$ cat src/rtl/ln_ctrl_pkg.sv
// Shared types and default sizing for the LayerNorm stage-2 sequencer.
package ln_ctrl_pkg;

   typedef enum logic [1:0] {
      ST_IDLE  = 2'd0,
      ST_RUN   = 2'd1,
      ST_DRAIN = 2'd2,
      ST_DONE  = 2'd3
   } ln_state_e;

   localparam int DEF_BURST_LEN = 16;
   localparam int DEF_CREDITS   = 32;
   localparam int DEF_PIPE_LAT  = 5;

endpackage

$ cat src/rtl/ln_wrap_cnt.sv
// Wrap counter: counts 0..max_val on en, wraps to 0, synchronous clear.
module ln_wrap_cnt #(
   parameter int W = 8
) (
   input  logic         clk,
   input  logic         rst_n,
   input  logic         clr,
   input  logic         en,
   input  logic [W-1:0] max_val,
   output logic [W-1:0] cnt,
   output logic         is_max
);

   assign is_max = (cnt == max_val);

   always_ff @(posedge clk or negedge rst_n) begin
      if (!rst_n) begin
         cnt <= '0;
      end else if (clr) begin
         cnt <= '0;
      end else if (en) begin
         cnt <= is_max ? '0 : cnt + 1'b1;
      end
   end

endmodule

$ cat src/rtl/ln_stage2_ctrl.sv
// Stage-2 LayerNorm sequencer: walks h / W-burst / channel group / pixel,
// paces issue with output-FIFO credits and reports done after the pipe drains.
module ln_stage2_ctrl
   import ln_ctrl_pkg::*;
#(
   parameter int BURST_LEN = DEF_BURST_LEN,
   parameter int LOG2_W    = 12,
   parameter int LOG2_H    = 12,
   parameter int LOG2_CHT  = 8,
   parameter int PIPE_LAT  = DEF_PIPE_LAT,
   parameter int CREDITS   = DEF_CREDITS
) (
   input  logic                clk,
   input  logic                rst_n,
   input  logic                start,
   input  logic [LOG2_CHT-1:0] CH_in_div_Tout,
   input  logic [LOG2_H-1:0]   h_in,
   input  logic [LOG2_W-1:0]   w_in,
   input  logic                feat_rdy,
   output logic                feat_issue,
   output logic [LOG2_H-1:0]   feat_h,
   output logic [LOG2_W-1:0]   feat_w,
   output logic [LOG2_CHT-1:0] feat_chg,
   output logic                new_chg,
   input  logic                dp_out_vld,
   input  logic                out_pop,
   output logic                busy,
   output logic                done,
   output logic                err_ovf
);

   localparam int LOG2_BURST = $clog2(BURST_LEN);
   localparam int WBW        = LOG2_W - LOG2_BURST;
   localparam int CRW        = $clog2(CREDITS + 1);
   localparam int IFW        = $clog2(CREDITS + PIPE_LAT + 1) + 1;

   ln_state_e state;

   logic [LOG2_CHT-1:0]   cht_q;
   logic [LOG2_H-1:0]     h_q;
   logic [LOG2_W-1:0]     w_q;

   logic [LOG2_BURST-1:0] w_cnt;
   logic [LOG2_CHT-1:0]   ch_cnt;
   logic [WBW-1:0]        wb_cnt;
   logic [LOG2_H-1:0]     h_cnt;
   logic                  w_max, ch_max, wb_max, h_max;

   logic [LOG2_BURST-1:0] w_low;
   logic [LOG2_BURST-1:0] cur_len;
   logic [WBW-1:0]        wb_max_val;

   logic [CRW-1:0]        credit, credit_nxt;
   logic [IFW-1:0]        inflight, inflight_nxt;
   logic                  ovf_hit;

   logic start_acc;
   logic last_beat;

   assign start_acc = (state == ST_IDLE) && start;

   // feat_issue is a one-cycle strobe: a beat transfers in every cycle it is
   // high, which requires RUN, feat_rdy from the buffer and a free FIFO credit.
   assign feat_issue = (state == ST_RUN) && feat_rdy && (credit != '0);

   assign w_low      = w_q[LOG2_BURST-1:0];
   assign wb_max_val = WBW'((w_q - 1'b1) >> LOG2_BURST);
   // A width that is a whole number of bursts leaves the last burst full length.
   assign cur_len    = (wb_max && (w_low != '0)) ? w_low - 1'b1
                                                 : LOG2_BURST'(BURST_LEN - 1);

   ln_wrap_cnt #(.W(LOG2_BURST)) u_w_cnt (
      .clk(clk), .rst_n(rst_n), .clr(start_acc), .en(feat_issue),
      .max_val(cur_len), .cnt(w_cnt), .is_max(w_max)
   );

   ln_wrap_cnt #(.W(LOG2_CHT)) u_ch_cnt (
      .clk(clk), .rst_n(rst_n), .clr(start_acc), .en(feat_issue && w_max),
      .max_val(cht_q - 1'b1), .cnt(ch_cnt), .is_max(ch_max)
   );

   ln_wrap_cnt #(.W(WBW)) u_wb_cnt (
      .clk(clk), .rst_n(rst_n), .clr(start_acc),
      .en(feat_issue && w_max && ch_max),
      .max_val(wb_max_val), .cnt(wb_cnt), .is_max(wb_max)
   );

   ln_wrap_cnt #(.W(LOG2_H)) u_h_cnt (
      .clk(clk), .rst_n(rst_n), .clr(start_acc),
      .en(feat_issue && w_max && ch_max && wb_max),
      .max_val(h_q - 1'b1), .cnt(h_cnt), .is_max(h_max)
   );

   assign last_beat = feat_issue && w_max && ch_max && wb_max && h_max;

   assign feat_h   = h_cnt;
   assign feat_w   = {wb_cnt, w_cnt};
   assign feat_chg = ch_cnt;
   assign new_chg  = (state == ST_RUN) && (w_cnt == '0);

   always_comb begin
      credit_nxt = credit;
      if (feat_issue && !out_pop) begin
         credit_nxt = credit - 1'b1;
      end else if (out_pop && !feat_issue && (credit != CRW'(CREDITS))) begin
         credit_nxt = credit + 1'b1;
      end
   end

   always_comb begin
      inflight_nxt = inflight;
      ovf_hit      = 1'b0;
      if (feat_issue && !dp_out_vld) begin
         inflight_nxt = inflight + 1'b1;
      end else if (dp_out_vld && !feat_issue) begin
         if (inflight == '0) begin
            ovf_hit = 1'b1;
         end else begin
            inflight_nxt = inflight - 1'b1;
         end
      end
   end

   always_ff @(posedge clk or negedge rst_n) begin
      if (!rst_n) begin
         credit   <= CRW'(CREDITS);
         inflight <= '0;
         err_ovf  <= 1'b0;
      end else begin
         credit   <= credit_nxt;
         inflight <= inflight_nxt;
         if (start_acc) begin
            err_ovf <= 1'b0;
         end else if (ovf_hit) begin
            err_ovf <= 1'b1;
         end
      end
   end

   // done is raised on the edge that retires the last beat, so it appears
   // PIPE_LAT+1 cycles after the final issue.
   always_ff @(posedge clk or negedge rst_n) begin
      if (!rst_n) begin
         state <= ST_IDLE;
         busy  <= 1'b0;
         done  <= 1'b0;
         cht_q <= '0;
         h_q   <= '0;
         w_q   <= '0;
      end else begin
         done <= 1'b0;
         case (state)
            ST_IDLE: begin
               if (start) begin
                  state <= ST_RUN;
                  busy  <= 1'b1;
                  cht_q <= CH_in_div_Tout;
                  h_q   <= h_in;
                  w_q   <= w_in;
               end
            end
            ST_RUN: begin
               if (last_beat) begin
                  state <= ST_DRAIN;
               end
            end
            ST_DRAIN: begin
               if (inflight_nxt == '0) begin
                  state <= ST_DONE;
                  busy  <= 1'b0;
                  done  <= 1'b1;
               end
            end
            ST_DONE: begin
               state <= ST_IDLE;
            end
            default: begin
               state <= ST_IDLE;
               busy  <= 1'b0;
            end
         endcase
      end
   end

endmodule

$ cat config.mk
export PLATFORM = sky130hd
export DESIGN_NAME = ln_stage2_ctrl
export DESIGN_NICKNAME = d
export VERILOG_FILES = /design/src/rtl/ln_ctrl_pkg.sv /design/src/rtl/ln_wrap_cnt.sv /design/src/rtl/ln_stage2_ctrl.sv
export SDC_FILE = /design/constraint.sdc
export NUM_CORES = 1
export LEC_CHECK = 0
export ABC_CLOCK_PERIOD_IN_PS = 3600
export BUFFER_PORTS_ARGS = -buffer_cell sky130_fd_sc_hd__buf_4
export CAP_MARGIN = 20
export CELL_PAD_IN_SITES_DETAIL_PLACEMENT = 0
export CELL_PAD_IN_SITES_GLOBAL_PLACEMENT = 2
export CORE_MARGIN = 2
export CORE_UTILIZATION = 35
export DETAILED_ROUTE_END_ITERATION = 7
export PLACE_DENSITY_LB_ADDON = 0.1
export SLEW_MARGIN = 10
export SYNTH_ARGS = -nofsm -noshare
export SYNTH_HDL_FRONTEND = slang
export SYNTH_SLANG_ARGS = --single-unit
$ cat constraint.sdc
create_clock -name clk -period 3.6 [get_ports clk]
set_input_delay 0.36 -clock clk [delete_from_list [all_inputs] [get_ports clk]]
set_output_delay 0.36 -clock clk [all_outputs]
set_load 0.03 [all_outputs]
==> flow_metrics.env <==
export IMPL_worstReg2RegStart="w_q[1]"
export IMPL_drt_iter0_drc=337
export IMPL_netlist_instances=642
export IMPL_yosys_register_bits=82
export IMPL_synth_ff_type="dfrtp_1"
export IMPL_seq_area_um2=2053
export IMPL_final_common_cell="nand2_1"
export IMPL_tightest_slew_ns=0.7283
export IMPL_cts_tree="built"
export IMPL_timing_rr_end="u_h_cnt.cnt[10]"
export IMPL_synth_fp_nets=700
export IMPL_synth_edff_count=0
export IMPL_synth_area_leader_cell="dfrtp_1"
export IMPL_coreArea_um2=15260
export IMPL_syn_avg_cell_area_um2=8.550
export IMPL_reg2reg_depth=12
export IMPL_h_tree_depth=3
export IMPL_cp_data_arrival_time_ns=3.62
export IMPL_cts_buffer_depth=2
export IMPL_end_kind="register"
export IMPL_drv_slew=0
export IMPL_post_dp_hpwl_um=10640
export IMPL_overflow=0
export IMPL_drive_above_1_share=0.1878
export IMPL_grt_pass1_vias=4666
export IMPL_post_route_min_period_ns=3.401
export IMPL_path_max_fanout=20
export IMPL_clkSinkCount=82
export IMPL_wl_per_cell_um=16.01
export IMPL_rsz0062_at_grt="false"
export IMPL_vias=4778
export IMPL_numCtsBuffers=9
export IMPL_drtAntennaViolNets=0
export IMPL_grt_max_degree=50
export IMPL_fin_crit_sh=0.9447
export IMPL_synth_top_cell_area_share=0.3693
export IMPL_drc=0
export IMPL_synthArstFlopShare=1.000
export IMPL_die_x_um=129.2
export IMPL_clk_latency_ns=0.35
export IMPL_fmax_mhz=294.0
export IMPL_required_ns=3.82
export IMPL_cp_start_kind="register"
export IMPL_reg2reg_slack_ns=0.20
export IMPL_holdCritPathClass="input port to async pin"
export IMPL_syn_area_um2=5489
export IMPL_die_area_um2=16700
export IMPL_path_clk_slew_ns=0.06
export IMPL_grt_pass1_wl_um=24380
export IMPL_multi_input_area_um2=3194
export IMPL_finClkSkew_ns=0.007260
export IMPL_fin_setup_tns_ns=0
export IMPL_synthToLayoutAreaGrowth_pct=20.90
export IMPL_port_buffers=74
export IMPL_setup_viol=0
export IMPL_final_nets=772
export IMPL_grt_antenna_before_repair=0
export IMPL_power_density_nw_per_um2=704.4
export IMPL_root_buffer="clkbuf_16"
export IMPL_ys_types=74
export IMPL_timing_slew_headroom=0.5133
export IMPL_core_rowCount=45
export IMPL_crit_type="register to register"
export IMPL_start_util=0.3597
export IMPL_io_pins=75
export IMPL_dr_pass1_iters=4
export IMPL_nFillCells=1504
export IMPL_hold_viol=0
export IMPL_routed_wl_um=14890
export IMPL_fp_dieH_um=129.2
export IMPL_pre_cts_ws_ns=0.06387
export IMPL_final_util=0.4349
export IMPL_grt_total_usage=0.1859
export IMPL_via_per_inst=5.138
export IMPL_synthTopCellsByArea="dfrtp_1 37%, nand2_1 8.5%, xnor2_1 5.3%, ha_1 4.3%, a21oi_1 3.2%"
export IMPL_cap_viol_max_count=0
export IMPL_peakVddDrop_v=0.0003340
export IMPL_finalWorstSetupSlack_ns=0.1990
export IMPL_n_antenna_cell=0
export IMPL_status="completed"
export IMPL_critPathCapture="u_h_cnt.cnt[10]"
export IMPL_ys_warn_count=0
export IMPL_yosysSeqAreaShare=0.3741
export IMPL_place_gp_congestion=0.8072
export IMPL_p_leak_nw=3.086
export IMPL_setup_worst_path_start="w_q[1]"
export IMPL_final_cell_mix="124 x nand2_1, 90 x buf_4, 81 x dfrtp_1"
==> repair_timing <==
action	CTS	global route
hold buffers	0	0
gates resized for setup	0	5
endpoints found under the setup margin	0	30
buffers inserted	0	3
==> flip-flops by register name (all words and copies together), names as in the netlist <==
signal,flops
h_q,12
u_h_cnt.cnt,12
w_q,12
cht_q,8
u_ch_cnt.cnt,8
u_wb_cnt.cnt,8
inflight,7
credit,6
u_w_cnt.cnt,4
state,2
busy,1
done,1
err_ovf,1
==> critical path: stages, from the launching register on <==
cell       delay (ns)
dfrtp_1          0.42
inv_1            0.11
ha_1             0.23
nor4b_4          0.26
nand4b_1         0.17
a2111oi_2        0.39
a211oi_1         0.12
nand4b_4         0.27
o311a_1          0.45
o22a_4           0.28
and3_4           0.25
a41oi_1          0.23
a31oi_1          0.06
==> power breakdown <==
part	total, mW	leakage, nW	internal [mW]	switching (mW)
clock	1.04	0.155	0.628	0.407
combinational	2.08	1.87	0.898	1.18
sequential	1.56	1.06	1.19	0.375
==> per-layer routing <==
layer,up-vias,part of all wire,global-route usage
li1,2375,-,-
met1,2291,0.47,0.2504
met4,0,0.011,0.04731
met5,-,0,0
met3,11,0.046,0.04624
met2,101,0.47,0.3003
==> cell families after synthesis <==
family,after synthesis,share of synthesized area
mux,10,0.01892
buf+inv,57,0.04741
flops,82,0.3741
fa+ha+maj,20,0.04696
simple gates,287,0.2653
xor+xnor,54,0.08867
compound gates,132,0.1586
==> through the flow <==
step | instances | hold WS [ns] | cell area [um2] | total power [mW]
after floorplan | 642 | 0.06441 | 5489 | 3.080
after global placement | 911 | 0.4497 | 6256 | 3.605
after detailed placement | 911 | 0.4616 | 6256 | 3.626
after CTS | 927 | 0.08650 | 6584 | 4.692
after global routing | 930 | 0.1073 | 6636 | 5.076
final | 930 | 0.06261 | 6636 | 4.675
==> synth_stat cells (15+ instances only) <==
cell and instances:
clkbuf_1 19, nor2_1 45, inv_1 25, o21ai_0 30, nor3_1 15, xnor2_1 33, a21oi_1 35, a31oi_1 17
ha_1 19, nand2_1 124, xor2_1 20, nand3_1 21, dfrtp_1 81
==> worst min path at each step <==
stage | to | slack [ns]
floorplan | busy | 0.06
finish | w_q[4] | 0.06
detailed placement | w_q[5] | 0.46
global route | w_q[4] | 0.11
CTS | credit[2] | 0.09
global placement | w_q[6] | 0.45
==> layout make-up <==
| cell class | instances | share of cell area |
|---|---|---|
| Clock buffer | 10 | 0.03601 |
| Sequential cell | 82 | 0.3094 |
| Timing Repair Buffer | 91 | 0.1048 |
| Clock inverter | 6 | 0.01339 |
| Multi-Input combinational cell | 503 | 0.4813 |
| Tap cell | 211 | 0.03978 |
| Inverter | 27 | 0.01527 |
Note: power is estimated with default switching activity, not from simulation.
